## src/rtl/pc_seq_pkg.sv

```systemverilog
// Shared encodings and defaults for the program sequencer.
package pc_seq_pkg;

  // Flow ops issued by the decoder; code 7 is unused and behaves as NEXT.
  typedef enum logic [2:0] {
    PC_OP_NEXT   = 3'd0,
    PC_OP_JUMP   = 3'd1,
    PC_OP_BRANCH = 3'd2,
    PC_OP_CALL   = 3'd3,
    PC_OP_RET    = 3'd4,
    PC_OP_RETI   = 3'd5,
    PC_OP_HOLD   = 3'd6
  } pc_op_e;

  typedef enum logic {
    PC_ST_RUN  = 1'b0,
    PC_ST_HALT = 1'b1
  } pc_state_e;

  localparam int unsigned PC_DEF_RESET_VECTOR  = 0;
  localparam int unsigned PC_DEF_VECTOR_BASE   = 32'hF0;
  localparam int unsigned PC_DEF_VECTOR_STRIDE = 2;

endpackage

```

## src/rtl/pc_call_stack.sv

```systemverilog
// Hardware return stack: LIFO with occupancy count 0..DEPTH.
// Push while full and pop while empty are ignored; the owner flags faults.
module pc_call_stack #(
  parameter int unsigned DATA_WIDTH = 8,
  parameter int unsigned DEPTH      = 4
) (
  input  logic                  clk,
  input  logic                  rst,
  input  logic                  push,
  input  logic                  pop,
  input  logic [DATA_WIDTH-1:0] data_in,
  output logic [DATA_WIDTH-1:0] data_out,
  output logic                  full,
  output logic                  empty
);

  localparam int unsigned PTR_W = $clog2(DEPTH);

  logic [PTR_W:0]          sp;
  logic [PTR_W-1:0]        top_idx;
  logic [DATA_WIDTH-1:0]   mem [DEPTH];

  assign full     = (sp == (PTR_W+1)'(DEPTH));
  assign empty    = (sp == '0);
  assign top_idx  = PTR_W'(sp - (PTR_W+1)'(1));
  assign data_out = mem[top_idx];

  // Stack pointer: increments on accepted push, decrements on accepted pop.
  always_ff @(posedge clk) begin
    if (rst) begin
      sp <= '0;
    end else if (push && !full) begin
      sp <= sp + (PTR_W+1)'(1);
    end else if (pop && !empty) begin
      sp <= sp - (PTR_W+1)'(1);
    end
  end

  // Entry storage, written at the current pointer on an accepted push.
  always_ff @(posedge clk) begin
    if (!rst && push && !full) begin
      mem[sp[PTR_W-1:0]] <= data_in;
    end
  end

endmodule

```

## src/rtl/pc_sequencer.sv

```systemverilog
// Program sequencer: registered PC, flow ops, return stack, vectored
// masked-priority interrupts and sticky stack-fault halt.
// Optional build macro PC_IRQ_NEST_EN enables priority-based interrupt nesting.
module pc_sequencer
  import pc_seq_pkg::*;
#(
  parameter int unsigned ADDR_WIDTH    = 8,
  parameter int unsigned IRQ_NUM       = 8,
  parameter int unsigned STACK_DEPTH   = 4,
  parameter int unsigned RESET_VECTOR  = PC_DEF_RESET_VECTOR,
  parameter int unsigned VECTOR_BASE   = PC_DEF_VECTOR_BASE,
  parameter int unsigned VECTOR_STRIDE = PC_DEF_VECTOR_STRIDE
) (
  input  logic                  clk,
  input  logic                  rst,
  input  logic                  step_en,
  input  logic [2:0]            op,
  input  logic [ADDR_WIDTH-1:0] target,
  input  logic                  cond,
  input  logic [IRQ_NUM-1:0]    irq_req,
  input  logic                  mask_we,
  input  logic [IRQ_NUM-1:0]    mask_data,
  output logic [ADDR_WIDTH-1:0] rom_addr,
  output logic [IRQ_NUM-1:0]    irq_ack,
  output logic                  int_active,
  output logic                  stack_ovf,
  output logic                  stack_unf,
  output logic                  halted
);

  localparam int unsigned IDX_W = (IRQ_NUM > 1) ? $clog2(IRQ_NUM) : 1;
`ifdef PC_IRQ_NEST_EN
  localparam int unsigned LVL_W   = $clog2(IRQ_NUM + 1);
  localparam int unsigned ENTRY_W = ADDR_WIDTH + LVL_W + 1;
`else
  localparam int unsigned ENTRY_W = ADDR_WIDTH;
`endif

  pc_state_e             state, state_nxt;
  logic [ADDR_WIDTH-1:0] pc, pc_nxt, pc_inc, op_pc, push_addr, vec_addr;
  logic [IRQ_NUM-1:0]    irq_mask, pending, ack_nxt;
  logic                  int_nxt, ovf_nxt, unf_nxt;
  logic                  op_push, op_pop, op_reti, irq_op;
  logic                  run_step, irq_allow, take_irq, push_req, found;
  logic [IDX_W-1:0]      irq_idx;
  logic                  st_push, st_pop, st_full, st_empty;
  logic [ENTRY_W-1:0]    st_din, st_dout;
`ifdef PC_IRQ_NEST_EN
  logic [LVL_W-1:0]      cur_level, lvl_nxt;
`endif

  assign pc_inc   = pc + ADDR_WIDTH'(1);
  assign pending  = irq_req & irq_mask;
  assign run_step = (state == PC_ST_RUN) && step_en;
  assign vec_addr = ADDR_WIDTH'(VECTOR_BASE + 32'(irq_idx) * VECTOR_STRIDE);
  assign rom_addr = pc;
  assign halted   = (state == PC_ST_HALT);

`ifdef PC_IRQ_NEST_EN
  assign irq_allow = !int_active || (LVL_W'(irq_idx) < cur_level);
`else
  assign irq_allow = !int_active;
`endif
  assign take_irq  = run_step && irq_op && found && irq_allow;
  assign push_req  = op_push || take_irq;
  // An interrupt stacks where the interrupted op would have gone; a CALL stacks pc+1.
  assign push_addr = take_irq ? op_pc : pc_inc;

`ifdef PC_IRQ_NEST_EN
  assign st_din = {int_active, cur_level, push_addr};
`else
  assign st_din = push_addr;
`endif

  // Lowest-index pending request wins.
  always_comb begin
    irq_idx = '0;
    found   = 1'b0;
    for (int unsigned i = 0; i < IRQ_NUM; i++) begin
      if (pending[i] && !found) begin
        irq_idx = IDX_W'(i);
        found   = 1'b1;
      end
    end
  end

  // Decode the flow op into its sequential target and stack action.
  always_comb begin
    op_pc   = pc_inc;
    op_push = 1'b0;
    op_pop  = 1'b0;
    op_reti = 1'b0;
    irq_op  = 1'b1;
    case (op)
      PC_OP_JUMP:   op_pc = target;
      PC_OP_BRANCH: op_pc = cond ? target : pc_inc;
      PC_OP_CALL: begin
        op_pc   = target;
        op_push = 1'b1;
        irq_op  = 1'b0;
      end
      PC_OP_RET: begin
        op_pop = 1'b1;
        irq_op = 1'b0;
      end
      PC_OP_RETI: begin
        op_pop  = 1'b1;
        op_reti = 1'b1;
        irq_op  = 1'b0;
      end
      PC_OP_HOLD:   op_pc = pc;
      default:      op_pc = pc_inc;
    endcase
  end

  // Next-state: stack fault checks take precedence and freeze the PC.
  always_comb begin
    state_nxt = state;
    pc_nxt    = pc;
    int_nxt   = int_active;
    ovf_nxt   = stack_ovf;
    unf_nxt   = stack_unf;
    ack_nxt   = '0;
    st_push   = 1'b0;
    st_pop    = 1'b0;
`ifdef PC_IRQ_NEST_EN
    lvl_nxt   = cur_level;
`endif
    if (run_step) begin
      if (push_req && st_full) begin
        ovf_nxt   = 1'b1;
        state_nxt = PC_ST_HALT;
      end else if (op_pop && st_empty) begin
        unf_nxt   = 1'b1;
        state_nxt = PC_ST_HALT;
      end else begin
        st_push = push_req;
        st_pop  = op_pop;
        if (take_irq) begin
          pc_nxt           = vec_addr;
          int_nxt          = 1'b1;
          ack_nxt[irq_idx] = 1'b1;
`ifdef PC_IRQ_NEST_EN
          lvl_nxt          = LVL_W'(irq_idx);
`endif
        end else if (op_pop) begin
          pc_nxt = st_dout[ADDR_WIDTH-1:0];
        end else begin
          pc_nxt = op_pc;
        end
        if (op_reti) begin
`ifdef PC_IRQ_NEST_EN
          int_nxt = st_dout[ENTRY_W-1];
          lvl_nxt = st_dout[ADDR_WIDTH +: LVL_W];
`else
          int_nxt = 1'b0;
`endif
        end
      end
    end
  end

  // Architectural registers; reset wins over everything, mask writes ignore stalls and HALT.
  always_ff @(posedge clk) begin
    if (rst) begin
      state      <= PC_ST_RUN;
      pc         <= ADDR_WIDTH'(RESET_VECTOR);
      irq_mask   <= '0;
      int_active <= 1'b0;
      irq_ack    <= '0;
      stack_ovf  <= 1'b0;
      stack_unf  <= 1'b0;
`ifdef PC_IRQ_NEST_EN
      cur_level  <= LVL_W'(IRQ_NUM);
`endif
    end else begin
      state      <= state_nxt;
      pc         <= pc_nxt;
      int_active <= int_nxt;
      irq_ack    <= ack_nxt;
      stack_ovf  <= ovf_nxt;
      stack_unf  <= unf_nxt;
`ifdef PC_IRQ_NEST_EN
      cur_level  <= lvl_nxt;
`endif
      if (mask_we) begin
        irq_mask <= mask_data;
      end
    end
  end

  pc_call_stack #(
    .DATA_WIDTH (ENTRY_W),
    .DEPTH      (STACK_DEPTH)
  ) u_stack (
    .clk      (clk),
    .rst      (rst),
    .push     (st_push),
    .pop      (st_pop),
    .data_in  (st_din),
    .data_out (st_dout),
    .full     (st_full),
    .empty    (st_empty)
  );

endmodule

```

## config.mk

```make
export PLATFORM = sky130hd
export DESIGN_NAME = pc_sequencer
export DESIGN_NICKNAME = d
export VERILOG_FILES = /design/src/rtl/pc_seq_pkg.sv /design/src/rtl/pc_call_stack.sv /design/src/rtl/pc_sequencer.sv
export SDC_FILE = /design/constraint.sdc
export NUM_CORES = 1
export LEC_CHECK = 0
export ABC_AREA = 1
export ABC_CLOCK_PERIOD_IN_PS = 4700
export CAP_MARGIN = 20
export CORE_AREA = 2 2 94 96
export CTS_CLUSTER_SIZE = 25
export DETAILED_ROUTE_END_ITERATION = 6
export DIE_AREA = 0 0 96 98
export HOLD_SLACK_MARGIN = 0.02
export SYNTH_ARGS = -nofsm -noshare
export SYNTH_HDL_FRONTEND = slang
export SYNTH_HIERARCHICAL = 1
export SYNTH_SLANG_ARGS = --single-unit
```

## constraint.sdc

```tcl
create_clock -name clk -period 4.7 [get_ports clk]
set_input_delay 0.705 -clock clk [delete_from_list [all_inputs] [get_ports clk]]
set_output_delay 0.705 -clock clk [all_outputs]
set_load 0.01 [all_outputs]
```

==> impl_metrics.yaml, run 1 <==
critical_path:
  cp.arrival_ns: 3.62
  path_cells: "inv_2 > ha_1 > ha_1 > inv_1 > nor2_1 > inv_1 > nand3_4 > a21oi_1 > inv_1 > a21oi_1 > nand2_1 > nor2_1"
  critPathCaptureType: "flip-flop"
  cpMostUsedCell: "inv_1"
  crit_required_ns: 4.68
  cp-start-kind: "flip-flop"
  slowest_stage: "dfxtp_1"
  cpLargestDelayFamily: "simple AND/OR/NAND/NOR gates"
  path_buf_inv: 4
  crit_type: "flip-flop to flip-flop"
  crit_path_max_fanout: 21
  slowest_delay_ns: 0.72
global_routing:
  use_met3_pct: 4.94
  grt_max_degree: 24
  grt_pass1_vias: 2726
  track_usage_pct: 18.1
  antenna_found_initial: 0
  grt_overflow: 0
  use_met2_pct: 27.3
  grt_use_met1_pct: 25.3
  grt_most_used_layer: "met2"
  grt_first_pass_wirelength_um: 13200
power:
  switchingPower_uw: 432
  p_clk_share_pct: 31.7
  ir_drop_mv: 0.169
  power_frac_comb_pct: 21.7
  p_int_uw: 934
  finalPower_uw: 1370
  p_sw_share_pct: 31.6
  pwr-share-seq_pct: 46.6
  p_leak_uw: 0.00164
  power.density_nw_per_um2: 344
cts:
  holdBufCountCts: 0
  clkTransAtPathRegs_ns: 0.07
  insertion_delay_ns: 0.34
  cts_max_level: 3
  cts_root_buf: "clkbuf_8"
  cts_buffers: 9
  postCtsSetupRepairBufs: 0
  cts_tree: "built"
  clock_sink_count: 63
  cts_buffer_depth: 2
  cts_resized: 0
die:
  fp-row-count: 34
  coreArea_um2: 8470
  die-area_um2: 9410
  io_pins: 52
  die_y_um: 98
  die_w_um: 96
  start_util_pct: 37.8
synthesis:
  netlist_area_um2: 3200
  yosysWarningCount: 6
  synth_seq_cells: 63
  synth_async_sr_flop_share_pct: 0
  synth-seq-area-share_pct: 49.4
  syn-instance-count: 396
  synth-main-ff-cell: "edfxtp_1"
  synth_edf_count: 32
  syn_nets: 435
  synth.distinct_cells: 34
  syn_area_per_cell_um2: 8.09
timing:
  tightest_slew_ns: 0.748
  timing.fmax_mhz: 274
  period_share_pct: 77.5
  fin_skew_ns: 0.0155
  finalHoldViolCount: 0
  finalSetupViolCount: 0
  finalWorstSetupSlack_ns: 1.06
  relSlewSlack_pct: 49.6
  min_period_ns: 3.64
  setup_tns_ns: 0
  finalMaxSlewViolations: 0
  rsz0062_at_grt: "no"
place:
  place_inst: 548
  place_ws_ns: 0.763
  gp_congestion: 0.852
  port_buffers: 51
  dp_hpwl_um: 5940
final_layout:
  area_growth_pct: 24.1
  multi_input_area_um2: 1410
  fillers: 820
  final_common_cell: "nand2_1"
  seq_area_um2: 1580
  layout_common_cells: "nand2_1 (85), nor2_1 (75), clkdlybuf4s50_1 (51), inv_1 (37), o21ai_0 (37)"
  stdcell_count: 564
  drive_gt1_share_pct: 7.24
  nets: 490
  final_util_pct: 46.9
  insertedDiodeCount: 0
route:
  drtIter0Drc: 140
  routed_wl_um: 7900
  drc: 0
  first_pass_iters: 5
  ant_nets: 0
  vias: 2801
  wl_per_cell_um: 14.0
  routed_via_density: 4.97
hold_path:
  hp-class: "flip-flop to flip-flop"
job:
  maxCapViolCount: 0
outcome:
  status: "finished clean"
## metal layers
layer  share of wire, %  up-vias
met3                6.0       14
met4                1.8        0
met2                 46       97
met1                 47     1264
li1                   -     1426
met5                  0        -
## Yosys cell counts, types with 3 or more instances
cell       n  share of area [%]
inv_1     37                4.3
ha_1       7                2.7
nand2_1   85                 10
o22ai_1    8                1.6
a31oi_1    3               0.59
xor2_1     5                1.4
nand4_1    6                1.2
nand2_2    5               0.98
a21oi_1   13                2.0
edfxtp_1  32                 30
o21ai_0   37                5.8
a22oi_1    4               0.94
nand3_1   19                3.0
buf_6      3                1.1
o21ai_1    3               0.47
inv_2      3               0.35
dfxtp_1   31                 19
nor2_1    75                8.8
## state kept, by name, indices dropped and copies added, names as in the netlist
register / cells
halted: 1
int_active: 1
irq_ack: 8
irq_mask: 8
rom_addr: 8
stack_ovf: 1
stack_unf: 1
u_stack/mem: 32
u_stack/sp: 3
## area by class of cell
class | instances | share of cell area [%]
flip-flops and latches | 63 | 39.8
multi-input cells | 285 | 35.5
repair buffers | 51 | 12.9
inverters | 41 | 3.87
clock buffers | 10 | 3.46
well taps | 108 | 3.40
clock inverters | 6 | 1.07
## through the flow
| stage | instance area (um^2) | hold slack (ns) |
|---|---|---|
| 3_5_place_dp | 3790 | 0.443 |
| 5_1_grt | 3970 | 0.472 |
| 3_3_place_gp | 3790 | 0.445 |
| 4_1_cts | 3970 | 0.454 |
| 6_report | 3970 | 0.453 |
| 2_1_floorplan | 3200 | 0.463 |
## power by group through the flow
stage	combinational (uW)	sequential, uW	clock [uW]
final	297	636	433
after global routing	336	640	470
after CTS	296	636	446
after detailed placement	294	649	0
after global placement	295	649	0
after floorplan	183	647	0
## logic make-up (layout without fill, tap and decap cells)
| logic type | count (synthesis) | count (layout) | synth area share, % |
|---|---|---|---|
| simple gates | 201 | 201 | 27.0 |
| buf+inv | 48 | 108 | 6.53 |
| flops | 63 | 63 | 49.4 |
| compound gates | 72 | 72 | 12.9 |
| fa+ha+maj | 7 | 7 | 2.74 |
| xor+xnor | 5 | 5 | 1.37 |
## final timing paths
check,from,endpoint,slack (ns),depth (start not counted)
worst max-delay path,u_stack/sp[0]$_SDFFE_PP0P_,u_stack/mem[3][0]$_DFFE_PP_,1.06,12
worst min register to register,stack_ovf$_SDFFE_PP0P_,stack_ovf$_SDFFE_PP0P_,0.45,2
worst min-delay path,stack_ovf$_SDFFE_PP0P_,stack_ovf$_SDFFE_PP0P_,0.45,2
worst max register to register,u_stack/sp[0]$_SDFFE_PP0P_,u_stack/mem[3][0]$_DFFE_PP_,1.06,12
## worst register-to-register path, stage by stage (launching register included)
cell     delay, ns
dfxtp_1       0.72
inv_2         0.29
ha_1          0.31
ha_1          0.22
inv_1         0.08
nor2_1        0.06
inv_1         0.16
nand3_4       0.21
a21oi_1       0.23
inv_1         0.06
a21oi_1       0.21
nand2_1       0.20
nor2_1        0.54
(Power assumes the default switching activity.)
==> inputs of run 2 (changes only) <==
--- a/config.mk
+++ b/config.mk
@@ -6,7 +6,7 @@
 export NUM_CORES = 1
 export LEC_CHECK = 0
 export ABC_AREA = 1
-export ABC_CLOCK_PERIOD_IN_PS = 4700
+export ABC_CLOCK_PERIOD_IN_PS = 3800
 export CAP_MARGIN = 20
 export CORE_AREA = 2 2 94 96
 export CTS_CLUSTER_SIZE = 25
==> constraint.sdc (replaced) <==
create_clock -name clk -period 3.8 [get_ports clk]
set_input_delay 0.57 -clock clk [delete_from_list [all_inputs] [get_ports clk]]
set_output_delay 0.57 -clock clk [all_outputs]
set_load 0.01 [all_outputs]
==> impl_metrics.yaml, run 2 (synthesis gave the netlist of run 1 again) <==
die:
  die_w_um: 96
  die-area_um2: 9410
  start_util_pct: 37.8
  die_y_um: 98
  fp-row-count: 34
  io_pins: 52
  coreArea_um2: 8470
final_layout:
  area_growth_pct: 26.6
  largest_register_ffs: 32
  nets: 497
  final_common_cell: "nand2_1"
  stdcell_count: 570
  insertedDiodeCount: 0
  layout_common_cells: "nand2_1 (85), nor2_1 (75), clkdlybuf4s50_1 (51), inv_1 (37), o21ai_0 (37)"
  fillers: 794
  drive_gt1_share_pct: 8.01
  design_area_um2: 4050
critical_path:
  crit_required_ns: 3.85
  crit_type: "input port to flip-flop"
  path_buf_inv: 3
  path_cells: "clkdlybuf4s50_1 > nand2_2 > nand2_2 > nor2_2 > nand4_2 > o21bai_4 > nand2_4 > nand2_4 > nand3_4 > a21oi_1 > inv_1 > a21oi_1 > nand2_1 > nor2_1 > buf_4"
  critPathCaptureType: "flip-flop"
  slowest_delay_ns: 0.43
  cp.arrival_ns: 3.05
  cp-start-kind: "input port"
  crit_path_max_fanout: 16
  cpLargestDelayFamily: "simple AND/OR/NAND/NOR gates"
  slowest_stage: "clkdlybuf4s50_1"
cts:
  cts_resized: 0
  cts_buffer_depth: 2
  clkTransAtPathRegs_ns: 0.07
  holdBufCountCts: 0
  postCtsSetupRepairBufs: 0
  clock_sink_count: 63
  cts_tree: "built"
  cts_buffers: 9
  insertion_delay_ns: 0.34
  cts_root_buf: "clkbuf_8"
  cts_max_level: 3
timing:
  rsz0062_at_grt: "no"
  period_share_pct: 78.9
  relSlewSlack_pct: 50.9
  finalHoldViolCount: 0
  min_period_ns: 3.00
  timing.fmax_mhz: 334
  fin_skew_ns: 0.0116
  tightest_slew_ns: 0.728
  setup_tns_ns: 0
  finalSetupViolCount: 0
  finalMaxSlewViolations: 0
global_routing:
  antenna_found_initial: 0
  grt_pass1_vias: 2774
  track_usage_pct: 18.6
  grt_max_degree: 24
  grt_first_pass_wirelength_um: 13400
  grt_overflow: 0
power:
  switchingPower_uw: 521
  p_sw_share_pct: 29.1
  p_clk_share_pct: 35.3
  power.density_nw_per_um2: 441
  power_frac_comb_pct: 21.0
  p_leak_uw: 0.00169
  p_int_uw: 1270
  ir_drop_mv: 0.216
  pwr-share-seq_pct: 43.7
route:
  ant_nets: 0
  wl_per_cell_um: 14.0
  vias: 2824
  drc: 0
  drtIter0Drc: 110
  routed_via_density: 4.95
  first_pass_iters: 7
  routed_wl_um: 7960
hold_path:
  hp-class: "flip-flop to flip-flop"
place:
  dp_hpwl_um: 6010
  place_area_um2: 3840
  place_inst: 555
  gp_congestion: 0.857
  port_buffers: 51
job:
  maxCapViolCount: 0
outcome:
  status: "finished clean"
run 2: worst min-delay path: cells and delay by family (launching register included):
| family | cells | cell delay, ns |
|---|---|---|
| buffers and inverters | 1 | 0.05 |
| AOI/OAI and AO/OA | 1 | 0.05 |
| DFF | 1 | 0.31 |
run 2: power groups by stage:
stage | Combinational [uW] | Sequential [uW] | Clock, uW
finish | 376 | 782 | 631
global route | 426 | 786 | 677
CTS | 376 | 782 | 649
detailed placement | 373 | 798 | 0
global placement | 374 | 797 | 0
floorplan | 226 | 801 | 0
run 2: per-stage QoR:
step	power, uW	setup slack, ns	utilization [%]	hold WS [ns]
finish	1790	0.803	47.9	0.459
global route	1890	0.547	47.9	0.507
floorplan	1030	0.953	-	0.463
global placement	1170	0.505	45.4	0.445
CTS	1810	0.805	47.9	0.459
detailed placement	1170	0.445	45.4	0.449
run 2: path summary, 6_finish.rpt:
kind	slack (ns)	start	to	cells after the start
worst max-delay path	0.80	irq_req[1]	u_stack/mem[0][2]$_DFFE_PP_	15
worst min-delay path	0.46	stack_unf$_SDFFE_PP0P_	stack_unf$_SDFFE_PP0P_	2
worst max register to register	1.07	u_stack/sp[0]$_SDFFE_PP0P_	u_stack/mem[0][2]$_DFFE_PP_	14
worst min register to register	0.46	stack_unf$_SDFFE_PP0P_	stack_unf$_SDFFE_PP0P_	2
run 2: cell type report:
cell class                      instances  area, um^2  share of cell area (%)
Sequential cell                        63        1580                    39.0
Multi-Input combinational cell        285        1410                    34.8
Timing Repair Buffer                   58         563                    13.9
Inverter                               41         154                    3.80
Tap cell                              108         135                    3.33
Clock buffer                            9         124                    3.06
Clock inverter                          6        85.1                    2.10
run 2: layer usage:
metal	share of wire, %	vias up	wire length (um)	global-route usage [%]
met4	2.0	0	157	7.36
li1	-	1443	-	-
met1	45	1271	3580	25.8
met5	0	-	0	0
met2	47	98	3720	28.3
met3	6.3	12	503	4.01
